===== config.mk =====
export PLATFORM = sky130hd
export DESIGN_NAME = gon_bus_driver
export DESIGN_NICKNAME = d
export VERILOG_FILES = /design/src/rtl/gon_bus_driver.sv
export SDC_FILE = /design/constraint.sdc
export NUM_CORES = 1
export LEC_CHECK = 0
export ABC_AREA = 1
export BUFFER_PORTS_ARGS = -buffer_cell sky130_fd_sc_hd__buf_2
export CAP_MARGIN = 20
export CORE_MARGIN = 2
export CORE_UTILIZATION = 55
export CTS_CLUSTER_DIAMETER = 150
export DETAILED_ROUTE_END_ITERATION = 8
export PLACE_DENSITY = 0.89
export SLEW_MARGIN = 25
export SYNTH_ARGS = -nofsm -noshare
export SYNTH_HDL_FRONTEND = slang
export SYNTH_SLANG_ARGS = --single-unit

===== constraint.sdc =====
create_clock -name clk -period 8 [get_ports clk]
set_input_delay 1.6 -clock clk [delete_from_list [all_inputs] [get_ports clk]]
set_output_delay 1.6 -clock clk [all_outputs]
set_load 0.01 [all_outputs]

===== src/rtl/gon_bus_driver.sv =====
// GON bus driver: 2-entry packet FIFO broadcasting to NUM_MC multicast controllers,
// with an ID-configuration sequencer that keeps a shadow copy of every controller ID.
module gon_bus_driver #(
  parameter int unsigned NUM_MC    = 8,
  parameter int unsigned ID_SIZE   = 5,
  parameter int unsigned DATA_SIZE = 64
) (
  input  logic                 clk,
  input  logic                 rst,
  // ID configuration
  input  logic                 cfg_start,
  input  logic                 cfg_valid,
  output logic                 cfg_ready,
  input  logic [ID_SIZE-1:0]   cfg_id,
  output logic                 cfg_done,
  output logic [NUM_MC-1:0]    set_id,
  output logic [ID_SIZE-1:0]   id_out,
  // Upstream packets
  input  logic                 in_valid,
  output logic                 in_ready,
  input  logic [ID_SIZE-1:0]   in_tag,
  input  logic [DATA_SIZE-1:0] in_data,
  // Broadcast bus
  output logic                 bus_valid,
  output logic [ID_SIZE-1:0]   bus_tag,
  output logic [DATA_SIZE-1:0] bus_data,
  input  logic [NUM_MC-1:0]    bus_ready,
  // Drop reporting
  output logic                 drop_err,
  output logic [7:0]           drop_cnt
);

  localparam int unsigned IdxW = (NUM_MC > 1) ? $clog2(NUM_MC) : 1;

  typedef enum logic [1:0] {StIdle, StDrain, StLoad, StDone} state_e;

  state_e              state_q, state_d;
  logic [IdxW-1:0]     idx_q, idx_d;

  // FIFO storage and pointers
  logic [ID_SIZE-1:0]   tag_q  [2];
  logic [DATA_SIZE-1:0] data_q [2];
  logic                 rd_ptr_q, wr_ptr_q;
  logic [1:0]           count_q;

  // Shadow of the ID held by each controller
  logic [ID_SIZE-1:0]   shadow_q [NUM_MC];

  logic                 drop_err_q;
  logic [7:0]           drop_cnt_q;

  logic [NUM_MC-1:0]    match;
  logic                 empty, full;
  logic                 push, pop, deliver, drop;
  logic                 cfg_beat;

  assign empty = (count_q == 2'd0);
  assign full  = (count_q == 2'd2);

  // Head of the FIFO is always on the bus; valid only while packets may flow.
  assign bus_tag   = tag_q[rd_ptr_q];
  assign bus_data  = data_q[rd_ptr_q];
  assign bus_valid = !empty && ((state_q == StIdle) || (state_q == StDrain));

  // The FIFO cannot capture during reset, so never advertise readiness then.
  assign in_ready = !rst && !full && (state_q == StIdle) && !cfg_start;
  assign push     = in_valid && in_ready;

  // Match mask of controllers whose shadow ID equals the head tag
  always_comb begin
    match = '0;
    for (int unsigned i = 0; i < NUM_MC; i++) begin
      match[i] = (shadow_q[i] == bus_tag);
    end
  end

  // Deliver only when every matching controller is ready; drop when none match.
  assign deliver = bus_valid && (|match) && ((match & ~bus_ready) == '0);
  assign drop    = bus_valid && !(|match);
  assign pop     = deliver || drop;

  // Configuration handshake and strobes
  assign cfg_beat  = (state_q == StLoad) && cfg_valid;
  assign cfg_ready = (state_q == StLoad);
  assign cfg_done  = (state_q == StDone);
  assign id_out    = cfg_beat ? cfg_id : '0;

  // One-hot write strobe to the controller currently being loaded
  always_comb begin
    set_id = '0;
    for (int unsigned i = 0; i < NUM_MC; i++) begin
      set_id[i] = cfg_beat && (idx_q == IdxW'(i));
    end
  end

  assign drop_err = drop_err_q;
  assign drop_cnt = drop_cnt_q;

  // Next-state logic for the configuration sequencer
  always_comb begin
    state_d = state_q;
    idx_d   = idx_q;
    unique case (state_q)
      StIdle: begin
        if (cfg_start) state_d = StDrain;
      end
      StDrain: begin
        // Wait for in-flight packets so none is matched against a half-written table.
        if (empty) begin
          state_d = StLoad;
          idx_d   = '0;
        end
      end
      StLoad: begin
        if (cfg_valid) begin
          if (idx_q == IdxW'(NUM_MC - 1)) begin
            state_d = StDone;
          end else begin
            idx_d = idx_q + 1'b1;
          end
        end
      end
      StDone: begin
        state_d = StIdle;
        idx_d   = '0;
      end
      default: begin
        state_d = StIdle;
        idx_d   = '0;
      end
    endcase
  end

  // Sequencer state and controller index registers
  always_ff @(posedge clk or posedge rst) begin
    if (rst) begin
      state_q <= StIdle;
      idx_q   <= '0;
    end else begin
      state_q <= state_d;
      idx_q   <= idx_d;
    end
  end

  // FIFO storage, pointers and occupancy
  always_ff @(posedge clk or posedge rst) begin
    if (rst) begin
      for (int unsigned i = 0; i < 2; i++) begin
        tag_q[i]  <= '0;
        data_q[i] <= '0;
      end
      rd_ptr_q <= 1'b0;
      wr_ptr_q <= 1'b0;
      count_q  <= 2'd0;
    end else begin
      if (push) begin
        tag_q[wr_ptr_q]  <= in_tag;
        data_q[wr_ptr_q] <= in_data;
        wr_ptr_q         <= ~wr_ptr_q;
      end
      if (pop) begin
        rd_ptr_q <= ~rd_ptr_q;
      end
      count_q <= count_q + {1'b0, push} - {1'b0, pop};
    end
  end

  // Shadow ID table; reset value matches the controllers' reset ID
  always_ff @(posedge clk or posedge rst) begin
    if (rst) begin
      for (int unsigned i = 0; i < NUM_MC; i++) begin
        shadow_q[i] <= '0;
      end
    end else if (cfg_beat) begin
      shadow_q[idx_q] <= cfg_id;
    end
  end

  // Sticky drop flag and saturating drop counter
  always_ff @(posedge clk or posedge rst) begin
    if (rst) begin
      drop_err_q <= 1'b0;
      drop_cnt_q <= 8'd0;
    end else if (drop) begin
      drop_err_q <= 1'b1;
      if (drop_cnt_q != 8'hff) drop_cnt_q <= drop_cnt_q + 8'd1;
    end
  end

endmodule


Word level (Yosys, flattened, before mapping)
Cells that the tools add are included.
{"block": "totals", "out_inout_bits": 95, "wordCells": 120, "input_bits": 87, "ff_bits": 196}
{"block": "op_classes", "bitwise_logic": 7, "add_sub_neg": 4, "n_eq_ne": 25, "reduce_logical": 35, "n_lt_le_gt_ge": 5, "muxes": 25}
{"cell": "2-to-1 mux 64 bit", "n": 4}
{"cell": "bitwise mux 128 bit", "n": 1}
{"cell": "demux 64 bit (select 1 bit)", "n": 1}
{"cell": "bitwise mux 40 bit", "n": 1}
{"cell": "== test 5 bit", "n": 8}
{"cell": "2-to-1 mux 5 bit", "n": 6}
{"cell": "logical AND 1 bit", "n": 19}
{"cell": "demux 5 bit (select 3 bit)", "n": 1}
{"cell": "== test 3 bit, second input constant", "n": 4}
{"cell": "bitwise mux 10 bit", "n": 1}
{"cell": "2-to-1 mux 3 bit", "n": 3}
{"cell": "case mux 3 bit (3 select lines)", "n": 1}
{"cell": "adder 8 x 1 -> 8 bit, second input constant", "n": 1}
{"cell": "AND 8 bit", "n": 1}
{"cell": "zero test 8 bit", "n": 1}
{"cell": "2-to-1 mux 2 bit", "n": 4}
{"cell": "!= test 2 bit, second input constant", "n": 4}
{"cell": "!= test 8 bit, second input constant", "n": 1}
{"cell": "inverter 8 bit", "n": 1}
{"cell": "case mux 2 bit (4 select lines)", "n": 1}
{"cell": "AND reduction 4 bit", "n": 2}
{"cell": "OR reduction 8 bit", "n": 1}
{"cell": "== test 2 bit, second input constant", "n": 3}
{"cell": "== test 3 x 2 -> 1 bit, second input constant", "n": 2}
{"cell": "20 further kinds", "n": 29}

Depth between registers and ports, before layout
Gate-level depths: netlist of the first run.
{"block": "depth", "depth_word": 10, "depth_mapped": 17, "depth_no_buf": 17}

Worst setup path after synthesis of the first run
Ideal clock, no wire load.
{"block": "synth_timing", "kind": "input to output", "start": "input port cfg_valid", "end": "output port set_id[0]", "stages": 3, "required_time_ps": 6400, "path_slack_ps": 4208, "n_path_buf": 1, "arrival_time_ps": 2192, "path_cell_list": "nand2_1 clkbuf_1 nor3_1"}
{"block": "synth_via", "elab_chain_cells": 2}
{"item": "from (decl)", "line_no": "12", "source": "input logic cfg_valid,"}
{"item": "logical AND 1 bit", "line_no": "83", "source": "assign cfg_beat = (state_q == StLoad) && cfg_valid;"}
{"item": "logical AND 1 bit", "line_no": "92", "source": "set_id[i] = cfg_beat && (idx_q == IdxW'(i));"}
{"item": "to (decl)", "line_no": "16", "source": "output logic [NUM_MC-1:0] set_id,"}
No other way between the ends.

Worst setup path after layout of the first run
{"block": "layout_timing", "start": "register rd_ptr_q", "end": "output port bus_tag[4]"}
{"block": "layout_via", "elab_chain_cells": 4}
{"item": "from (decl)", "line_no": "43", "source": "logic rd_ptr_q, wr_ptr_q;"}
{"item": "from (signal assigned)", "line_no": "162", "source": "rd_ptr_q <= ~rd_ptr_q;"}
{"item": "inverter 1 -> 2 bit (not written as such)", "line_no": "61", "source": "assign bus_tag = tag_q[rd_ptr_q];"}
{"item": "2-to-1 mux 5 bit (not written as such) (3 in series)", "line_no": "61"}
{"item": "to (decl)", "line_no": "25", "source": "output logic [ID_SIZE-1:0] bus_tag,"}
No other way between the ends. The select of a mux whose other input is x is not followed.

==> metrics.md, run 1 <==
| Metric | Value |
|---|---|
| Fin Hold WS | 0.456 ns |
| Hold Path End | drop_err |
| Row count | 48 |
| Launch point of the worst reg-to-reg path | rd_ptr_q |
| Slew headroom | 0.395 |
| Crit-path max cell delay | 0.51 ns |
| Antenna violations before repair | 3 |
| R2R setup slack | 4.55 ns |
| Critical-path cell list | inv_2 > buf_4 > nand2_1 > nand2_4 > buf_2 |
| Status | completed |
| First-iteration detailed-routing DRC count | 721 |
| TNS Setup | 0 ns |
| Nature of the critical path endpoint | output port |
| Critical Path AT | 2.50 ns |
| Final setup vio count | 0 |
| Crit path time final | 4.10 ns |
| Port-buffer cells | 181 |
| Final period util | 0.513 |
| Slew Viols, Final | 0 |
| Fmax | 244 MHz |
| Layout cells sized above 1 | 0.203 |
| Die area | 18800 um2 |
| Crit-path max FO | 38 |
| Sequential cell area | 4910 um2 |
| Hold Violations, Final | 0 |
| Hold wc startpoint | drop_err |
| Reg2Reg Depth | 17 |
| Maximum vdd drop | 0.216 mV |
| Gr ovfl total | 0 |
| Die W | 137 um |
| Drt wl/cell | 14.0 um |
| Post-synthesis cell count | 1241 |
| Die height | 137 um |
| Syn avg cell area | 7.85 um2 |
| Ys Warns | 0 |
| Initial Util | 0.563 |
| Vias in the first global route | 7857 |
| DRC errors left | 0 |
| Worst EP required | 6.40 ns |
| R2r endpoint | count_q[0] |
| Post-route ant nets | 0 |
| DR vias | 8452 |
| Clock tree buffer depth | 2 |
| Pwr dens | 400 nW/um2 |
| Total CTS buffers | 17 |
| RSZ-0062 raised after global routing | false |
| Crit path launch type | flop |
| Cell variety after synth | 32 |
| Clk sinks | 196 |
| Nets | 1501 |
| Max-Cap Viols | 0 |
| Worst slack, placed | 4.03 ns |
| Skew-Pair Late Insertion Delay | 0.42 ns |
| Overall power | 4.52 mW |
| LEAKAGE | 6.30 nW |
| Synthesized area | 9740 um2 |
| FILL cells | 1399 |
| Core area | 17300 um2 |
| Setup Fix Bufs, Post-CTS | 0 |
| Top Ports | 182 |
| Post-cts resize count | 0 |
| Clk slew on worst S/H paths | 0.07 ns |
| Sequential element share of the synthesized area | 0.504 |
| Via-per-instance ratio | 5.16 |
| Global-route wire length before repair | 37100 um |
| Cts hold-fix bufs | 0 |
| Post-route cell area | 11300 um2 |
| Worst-margin pin slew | 0.907 ns |
| Drt first pass iters | 5 |
| Area of the multi-input gates | 4030 um2 |
| Placed Area | 10700 um2 |
| Synth Register Bits | 196 |
| Root buffer cell | clkbuf_16 |
| Syn Nets | 1342 |
| Largest net degree at the start of global routing | 116 |
| Layout Skew | 0.00826 ns |
| H-tree depth | 4 |
| Slowest CP cell | buf_4 |
| Hold Path Class | flop to flop |
| WHS Path Cells | 1 |
| Setup WS post-layout | 3.90 ns |
| GPL Wtd Cong | 0.903 |
| CTS tree | done |
| Placed wire-length estimate | 15300 um |
| Worst setup path category | flop to output port |
| Total GRT Usage | 0.249 |
| Area grow syn2layout | 16.1% |
| Drt total wl | 22900 um |
## worst max-delay path: cells and delay by family, from the launching register on
family	cells	cell delay, ns
AND/OR/NAND/NOR	2	0.50
flip-flops	1	0.41
buffers and inverters	3	1.15
## state kept, by name, summed over array words and instances (netlist names)
signal    count
count_q       2
data_q      128
drop_cnt      8
drop_err      1
idx_q         3
rd_ptr_q      1
shadow_q     40
state_q       2
tag_q        10
wr_ptr_q      1
## cells in the final DEF, fill, tap and decap left out, drive strengths merged
| master | count |
|---|---|
| clkbuf | 20 |
| xor2 | 3 |
| o22ai | 3 |
| nand2 | 531 |
| ha | 14 |
| nor2 | 43 |
| a2111oi | 1 |
| nand4 | 16 |
| diode | 1 |
| nor3 | 6 |
| o21a | 1 |
| nand3b | 3 |
| clkinvlp | 3 |
| or2 | 1 |
| inv | 154 |
| a211oi | 1 |
| nand3 | 33 |
| dfrtp | 196 |
| clkinv | 2 |
| xnor2 | 10 |
| a21o | 1 |
| o21ai | 183 |
| buf | 186 |
| a21oi | 2 |
## worst max-delay path by stage
stage,depth (start not counted),endpoint,from,slack (ns)
after CTS,5,bus_tag[4],rd_ptr_q,3.88
after global placement,3,in_ready,cfg_start,4.06
after global routing,5,bus_tag[4],rd_ptr_q,3.69
after floorplan,1,count_q[0],rst,1.06
final,5,bus_tag[4],rd_ptr_q,3.90
after detailed placement,3,in_ready,cfg_start,4.03
## cell usage after synthesis
library cell    n  area share
nand3_1        33       0.017
nand2_1       522        0.20
nand2_4         2      0.0023
buf_6          11       0.013
inv_1         146       0.056
o21ai_2        50       0.045
xor2_1          3      0.0027
dfrtp_1       196        0.50
nor2_4          2      0.0023
a21oi_1         2      0.0010
o21ai_0       114       0.059
or2_1           1     0.00064
o22ai_1         3      0.0019
buf_1           2     0.00077
inv_2           1     0.00039
nor2_2          1     0.00064
o21a_1          1     0.00077
nand4_1        15      0.0096
ha_1           14       0.018
nor2_1         40       0.015
o21ai_1        19      0.0098
nand2_2         7      0.0045
xnor2_1        10      0.0090
clkbuf_1       29       0.011
nand4_4         1      0.0022
buf_2           2      0.0010
a2111oi_4       1      0.0028
nor3_1          6      0.0031
a211oi_1        1     0.00077
a21o_1          1     0.00077
nand3b_1        3      0.0023
buf_4           2      0.0015
## metrics by stage
step                       util  std cells
after floorplan               -       1241
after global placement    0.620       1606
after detailed placement  0.620       1606
after CTS                 0.653       1638
after global routing      0.653       1638
final                     0.654       1639
## kinds of logic (layout without fill, tap and decap cells)
family          after synthesis  in the layout  synth area share
other cells                   0              1                 0
simple gates                633            633             0.261
flops                       196            196             0.504
fa+ha+maj                    14             14            0.0180
compound gates              192            192             0.121
xor+xnor                     13             13            0.0117
buf+inv                     193            365            0.0839
## cell type report
class | count | share of cell area
sequential | 196 | 0.434
clock buffer | 20 | 0.0413
multi-input combinational | 852 | 0.357
inverter | 147 | 0.0495
clock inverter | 12 | 0.00985
tap | 225 | 0.0249
timing repair buffer | 186 | 0.0838
antenna | 1 | 0.000221
## power breakdown
part / leakage [nW] / switching [mW] / internal (mW)
logic: 3.46 / 1.31 / 0.730
clock network: 0.278 / 0.399 / 0.436
registers: 2.55 / 0.250 / 1.40
## per-layer routing
layer,GRT usage,part of all wire,up-vias
met5,0,0.00057,-
met4,0.0905,0.023,2
met3,0.0689,0.075,46
met2,0.404,0.48,292
met1,0.320,0.42,3942
li1,-,-,4170
Power figures use the tool's default switching activity.
==> run 2: changes to the inputs <==
Settings changed: ABC_AREA 1 to 0, CORE_UTILIZATION 55 to 50, PLACE_DENSITY 0.89 to 0.86.
Clock period 8 ns to 3.4 ns, I/O delays scaled along.
==> run 2 against run 1 <==
Clock power grew to 2.7 times the previous value; utilization decreased by 3.7 points; clock skew hardly changed; largest cell class unchanged.
==> metrics.md, run 2 <==
| Metric | Value |
|---|---|
| Status | completed (unchanged) |
| H-tree depth | 4 (unchanged) |
| Sequential element share of the synthesized area | 0.540 (was 0.504) |
| Drt first pass iters | 4 (was 5) |
| DRC errors left | 0 (unchanged) |
| Final period util | 0.919 |
| Hold Violations, Final | 0 (unchanged) |
| TNS Setup | 0 ns (unchanged) |
| Syn Nets | 749 (was 1342) |
| Setup Fix Bufs, Post-CTS | 0 (unchanged) |
| Adder-cell share of the synthesized area | 0.0193 (was 0.0180) |
| Die height | 139 um (was 137 um) |
| Total CTS buffers | 17 (unchanged) |
| DR vias | 5760 (was 8452) |
| Post-route ant nets | 0 (unchanged) |
| Crit-path max cell delay | 0.57 ns (was 0.51 ns) |
| CTS tree | done (unchanged) |
| Placed wire-length estimate | 12700 um (was 15300 um) |
| Skew-Pair Late Insertion Delay | 0.42 ns (about the same) |
| Largest registers | data_q: 128 flops, shadow_q: 40 flops, tag_q: 10 flops (unchanged) |
| Crit path launch type | flop (unchanged) |
| GPL Wtd Cong | 0.865 (was 0.903) |
| Post-Synth XOR/XNOR Area | 0.0471 (was 0.0117) |
| Synth Area in Compound Gates | 0.0108 (was 0.121) |
| Post-cts resize count | 0 (unchanged) |
| Area contributors post-synth | dfrtp_1 54%, mux2_2 31%, xnor2_1 2.4% (was dfrtp_1 50%, nand2_1 20%, o21ai_0 5.9%) |
| Commonest non-fill, non-tap cell in the layout | mux2_2 (was nand2_1) |
| Nets | 936 (was 1501) |
| Top Ports | 182 (unchanged) |
| Antenna violations before repair | 1 (was 3) |
| Clk sinks | 196 (unchanged) |
| Slowest CP cell | dfrtp_4 (was buf_4) |
| Fmax | 320 MHz |
| Crit path time final | 3.12 ns |
| Area grow syn2layout | 21.6% (was 16.1%) |
| Post-synth top cells | 246 x mux2_2, 196 x dfrtp_1, 25 x xnor2_1 (was 522 x nand2_1, 196 x dfrtp_1, 146 x inv_1) |
| Register bank with the most flops | data_q (unchanged) |
| RSZ-0062 raised after global routing | false (unchanged) |
| Root buffer cell | clkbuf_16 (unchanged) |
| Drt wl/cell | 17.5 um (was 14.0 um) |
| Crit-path max FO | 9 (was 38) |
| Post-route cell area | 11000 um2 (was 11300 um2) |
| Top_reg_cell synth | dfrtp_1 (unchanged) |
| Die area | 19200 um2 (was 18800 um2) |
| Synthesized area | 9080 um2 (was 9740 um2) |
| Total GRT Usage | 0.202 (was 0.249) |
| Clock tree buffer depth | 2 (unchanged) |
| Core area | 17900 um2 (was 17300 um2) |
| Most common cell type on the critical path | xnor2_1 |
| Critical-path cell list | mux2i_4 > xnor2_1 > nor3_1 > nand3_1 > o22ai_1 > or4_1 > nor3_1 > ha_1 > inv_1 > ha_1 > xnor2_1 > xnor2_1 (was inv_2 > buf_4 > nand2_1 > nand2_4 > buf_2) |
| Most frequent cell after synthesis | mux2_2 (was nand2_1) |
| Layout cells sized above 1 | 0.570 (was 0.203) |
| Placed Area | 10300 um2 (was 10700 um2) |
| Area leader, netlist | dfrtp_1 (unchanged) |
| Hold Path Class | input port to async pin (was flop to flop) |
| Largest net degree at the start of global routing | 197 (was 116) |
| Commonest non-fill, non-tap cells in the layout | 246 x mux2_2, 195 x dfrtp_1, 181 x buf_2 (was 522 x nand2_1, 195 x dfrtp_1, 181 x buf_2) |
| Cts hold-fix bufs | 0 (unchanged) |
| Via-per-instance ratio | 5.34 (was 5.16) |
| Syn avg cell area | 14.0 um2 (was 7.85 um2) |
| Maximum vdd drop | 0.425 mV (was 0.216 mV) |
| Combinational family with the most area after synthesis | multiplexers (was simple AND/OR/NAND/NOR gates) |
| Worst-margin pin slew | 0.832 ns (was 0.907 ns) |
| LEAKAGE | 5.69 nW (was 6.30 nW) |
| Post-synthesis cell count | 648 (was 1241) |
| Port-buffer cells | 181 (unchanged) |
| Max reg flops | 128 (unchanged) |
| Critical Path AT | 3.47 ns (was 2.50 ns) |
| Drt total wl | 18900 um (was 22900 um) |
| Synth async-reset ratio | 1.00 (unchanged) |
| Slew headroom | 0.441 (was 0.395) |
| Gr ovfl total | 0 (unchanged) |
| Ys Warns | 0 (unchanged) |
| Layout Skew | 0.00819 ns (was 0.00826 ns) |
| Worst setup path category | flop to flop (was flop to output port) |
| Number of flops mapped to enable cells by yosys | 0 (unchanged) |
| Worst EP required | 3.74 ns (was 6.40 ns) |
| Global-route wire length before repair | 31300 um (was 37100 um) |
| Synth Register Bits | 196 (unchanged) |
| Nature of the critical path endpoint | flop (was output port) |
| Vias in the first global route | 6127 (was 7857) |
| Final setup vio count | 0 (unchanged) |
| Slew Viols, Final | 0 (unchanged) |
| Post-synthesis mux area share | 0.318 (was 0) |
| Clk slew on worst S/H paths | 0.07 ns (about the same) |
| Row count | 49 (was 48) |
| Initial Util | 0.507 (was 0.563) |
| Synth top area share | 0.540 (was 0.504) |
| Die W | 139 um (was 137 um) |
| Pwr dens | 937 nW/um2 (was 400 nW/um2) |
| Max-Cap Viols | 0 (unchanged) |
| Post-Synth Simple-Gate Area | 0.0448 (was 0.261) |
| First-iteration detailed-routing DRC count | 248 (was 721) |
| Cell variety after synth | 34 (was 32) |
==> run 2: changes by cell type in the layout (fill, tap and decap cells not counted), moves of 32 or more <==
cell     change
nor2_1      -32
o21ai_2     -50
o21ai_0    -110
nand2_1    -506
mux2_2     +246
inv_1      -127
==> run 2: worst paths after layout <==
kind / from / endpoint / slack (ns) / cells past startpoint
max: rd_ptr_q / count_q[1] / 0.28 / 12
min: rst / data_q[119] / 0.38 / 3
max reg2reg: rd_ptr_q / count_q[1] / 0.28 / 12
min reg2reg: drop_err / drop_err / 0.48 / 1
max in group asynchronous: rst / rd_ptr_q / 1.96 / 4
min in group clk: drop_err / drop_err / 0.48 / 1
==> run 2: power by group <==
group,leakage [nW],total (mW),internal [mW],switching (mW)
sequential,2.58,3.87,3.29,0.586
clock,0.324,2.28,1.36,0.913
combinational,2.78,4.19,2.26,1.93
total,5.69,10.3,6.92,3.43
==> run 2: routing by layer <==
| metal | vias up | wire length [um] | track usage |
|---|---|---|---|
| met3 | 32 | 877 | 0.0428 |
| met4 | 0 | 430 | 0.0813 |
| met2 | 142 | 9350 | 0.337 |
| met5 | - | 0 | 0 |
| li1 | 2671 | - | - |
| met1 | 2915 | 8250 | 0.259 |
==> run 2: worst max-delay path: cells and delay by family, from the launching register on <==
kind / cells / cell delay [ns]
compound gates: 1 / 0.08
simple gates: 4 / 0.95
fa+ha+maj: 2 / 0.45
flops: 1 / 0.57
mux: 1 / 0.50
buf+inv: 1 / 0.06
xor+xnor: 3 / 0.43
==> run 2: kinds of logic (layout without fill, tap and decap cells) <==
family,count (synthesis),count (layout)
muxes,251,251
DFF,196,196
and+or+nand+nor,79,79
xor gates and xnor gates,48,48
buffers and inverters,46,246
adders and majority gates,14,14
AOI/OAI and AO/OA,14,14
other,0,1
==> run 2: layout make-up <==
cell class / count / area [um2]
flip-flops and latches: 196 / 4910
repair buffers: 195 / 1090
fillers: 1396 / 6860
clock buffers: 20 / 457
clock inverters: 12 / 213
diodes: 1 / 2.50
inverters: 19 / 75.1
well taps: 229 / 287
multi-input cells: 406 / 4010
==> run 2: per-stage QoR <==
step	std cells	hold WS (ns)	power, mW	setup slack (ns)	util
6_report	1078	0.382	10.3	0.275	0.617
5_1_grt	1078	0.406	11.0	0.0137	0.617
2_1_floorplan	648	0.459	6.75	-1.64	-
4_1_cts	1069	0.474	10.3	0.232	0.610
3_3_place_gp	1037	0.459	7.81	0.351	0.573
3_5_place_dp	1037	0.468	7.99	0.252	0.573
==> run 3: changes to the inputs <==
Settings changed: CTS_CLUSTER_DIAMETER 150 to 200, PLACE_DENSITY 0.86 to 0.76, REMOVE_ABC_BUFFERS set to 1.
==> run 3 against run 2 <==
Clock skew grew 0.0038 ns; combinational power shrank 3%; worst hold slack lost 0.18 ns; critical path depth is the same; flip-flop and latch count is the same; sequential power is essentially flat; count of clock-buffer cells in the layout shrank 2; die area is the same; non-clock buffer count shrank 2; setup slack gained 0.0036 ns; via count shrank 0.31%; total power shrank 3.9%.
==> metrics.md, run 3 (same netlist as run 2, synthesis figures left out) <==
| Metric | Value |
|---|---|
| Cts hold-fix bufs | 0 (unchanged) |
| R2R setup slack | 0.28 ns (about the same) |
| RSZ-0062 raised after global routing | false (unchanged) |
| Global-route wire length before repair | 31300 um (about the same) |
| Skew-Pair Late Insertion Delay | 0.43 ns (was 0.42 ns) |
| Die W | 139 um (unchanged) |
| Placed wire-length estimate | 13400 um (was 12700 um) |
| Total GRT Usage | 0.203 (was 0.202) |
| Hold Path Class | input port to async pin (unchanged) |
| Register bank with the most flops | data_q (unchanged) |
| H-tree depth | 4 (unchanged) |
| Launch point of the worst reg-to-reg path | rd_ptr_q (unchanged) |
| Layout Skew | 0.0120 ns (was 0.00819 ns) |
| Setup Fix Bufs, Post-CTS | 0 (unchanged) |
| First-iteration detailed-routing DRC count | 206 (was 248) |
| Drt wl/cell | 17.7 um (was 17.5 um) |
| Max-Cap Viols | 0 (unchanged) |
| Nature of the critical path endpoint | flop (unchanged) |
| Nets | 934 (was 936) |
| Layout Cells excl Fill | 1075 (was 1078) |
| Initial Util | 0.507 (unchanged) |
| Clk slew on worst S/H paths | 0.08 ns (was 0.07 ns) |
| Fmax | 320 MHz (about the same) |
| Post-cts resize count | 0 (unchanged) |
| TNS Setup | 0 ns (unchanged) |
| Drt first pass iters | 4 (unchanged) |
| LEAKAGE | 5.63 nW (was 5.69 nW) |
| Reg2Reg Depth | 12 (unchanged) |
| Overall power | 9.94 mW (was 10.3 mW) |
| CTS tree | done (unchanged) |
| Worst EP required | 3.74 ns (about the same) |
| Worst-margin pin slew | 0.950 ns (was 0.832 ns) |
| Worst Setup SP | rd_ptr_q (unchanged) |
| Largest net degree at the start of global routing | 64 (was 197) |
| Layout cells sized above 1 | 0.570 (about the same) |
| Ant diodes | 0 (was 1) |
| Row count | 49 (unchanged) |
| Critical Path AT | 3.47 ns (about the same) |
| Post-route ant nets | 0 (unchanged) |
| Setup WS post-layout | 0.279 ns (was 0.275 ns) |
| Port-buffer cells | 181 (unchanged) |
| Core area | 17900 um2 (unchanged) |
| Slew headroom | 0.366 (was 0.441) |
| Antenna violations before repair | 2 (was 1) |
| Die area | 19200 um2 (unchanged) |
| GPL Wtd Cong | 0.817 (was 0.865) |
| Crit-path max FO | 9 (unchanged) |
| Worst setup path category | flop to flop (unchanged) |
| Root buffer cell | clkbuf_16 (unchanged) |
| Crit path time final | 3.12 ns (about the same) |
| Worst path top cell family by delay | simple AND/OR/NAND/NOR gates (unchanged) |
| Commonest non-fill, non-tap cell in the layout | mux2_2 (unchanged) |
| Critical-path cell list | mux2i_4 > xnor2_1 > nor3_1 > nand3_1 > o22ai_1 > or4_1 > nor3_1 > ha_1 > inv_1 > ha_1 > xnor2_1 > xnor2_1 (unchanged) |
| Commonest non-fill, non-tap cells in the layout | 246 x mux2_2, 195 x dfrtp_1, 181 x buf_2 (unchanged) |
| Crit-path max cell delay | 0.56 ns (was 0.57 ns) |
| Gr ovfl total | 0 (unchanged) |
| Worst slack, placed | 0.298 ns (was 0.252 ns) |
| Final period util | 0.918 (was 0.919) |
| Maximum vdd drop | 0.527 mV (was 0.425 mV) |
| Drt total wl | 19100 um (was 18900 um) |
| DRC errors left | 0 (unchanged) |
| Max reg flops | 128 (unchanged) |
| Slew Viols, Final | 0 (unchanged) |
| R2r endpoint | count_q[1] (unchanged) |
| Most common cell type on the critical path | xnor2_1 (unchanged) |
| Area grow syn2layout | 20.2% (was 21.6%) |
| Total CTS buffers | 17 (unchanged) |
| Top Ports | 182 (unchanged) |
| Clk sinks | 196 (unchanged) |
| DR vias | 5742 (was 5760) |
| Die height | 139 um (unchanged) |
| Largest registers | data_q: 128 flops, shadow_q: 40 flops, tag_q: 10 flops (unchanged) |
| Status | completed (unchanged) |
| Hold Violations, Final | 0 (unchanged) |
| Vias in the first global route | 6101 (was 6127) |
| Via-per-instance ratio | 5.34 (about the same) |
| Placed insts | 1043 (was 1037) |
| CP bufs+invs | 1 (unchanged) |
| Final setup vio count | 0 (unchanged) |
| Pwr dens | 911 nW/um2 (was 937 nW/um2) |
| Crit path launch type | flop (unchanged) |
| Slowest CP cell | dfrtp_4 (unchanged) |
| Clock tree buffer depth | 2 (unchanged) |
run 3: metal layers:
metal  up-vias  wire length (um)  global-route usage
met2       168              8990               0.333
met3        14              1600              0.0732
li1       2665                 -                   -
met5         -                13                   0
met1      2893              8300               0.260
met4         2               175              0.0484
run 3: power breakdown:
group          internal [mW]  switching, mW
clock network           1.01          0.969
logic                   2.18           1.90
registers               3.29          0.591
total                   6.47           3.46
run 3: worst reg2reg max path, delay by kind of cell (launching register included):
family | cells | cell delay (ns)
simple gates | 4 | 0.93
flops | 1 | 0.56
mux | 1 | 0.52
xor+xnor | 3 | 0.46
fa+ha+maj | 2 | 0.43
compound gates | 1 | 0.09
buf+inv | 1 | 0.05
run 3: worst max-delay path by stage:
stage                       endpoint  cells past startpoint
after floorplan            data_q[0]                      4
final                     count_q[1]                     12
after CTS                 count_q[1]                     12
after detailed placement  count_q[1]                     12
after global placement    count_q[1]                     12
after global routing      count_q[1]                     12
run 3: through the flow:
step / util / hold WS [ns] / area, um2
after CTS: 0.609 / 0.195 / 10900
after global placement: 0.576 / 0.466 / 10300
after global routing: 0.609 / 0.198 / 10900
final: 0.609 / 0.200 / 10900
after floorplan: - / 0.460 / 8970
after detailed placement: 0.576 / 0.488 / 10300
run 3: cell type report:
class | instances | area (um2)
clock buffer | 18 | 439
clock inverter | 14 | 158
fill | 1394 | 6990
inverter | 19 | 78.8
multi-input combinational | 406 | 4010
sequential | 196 | 4910
tap | 229 | 287
timing repair buffer | 193 | 1030
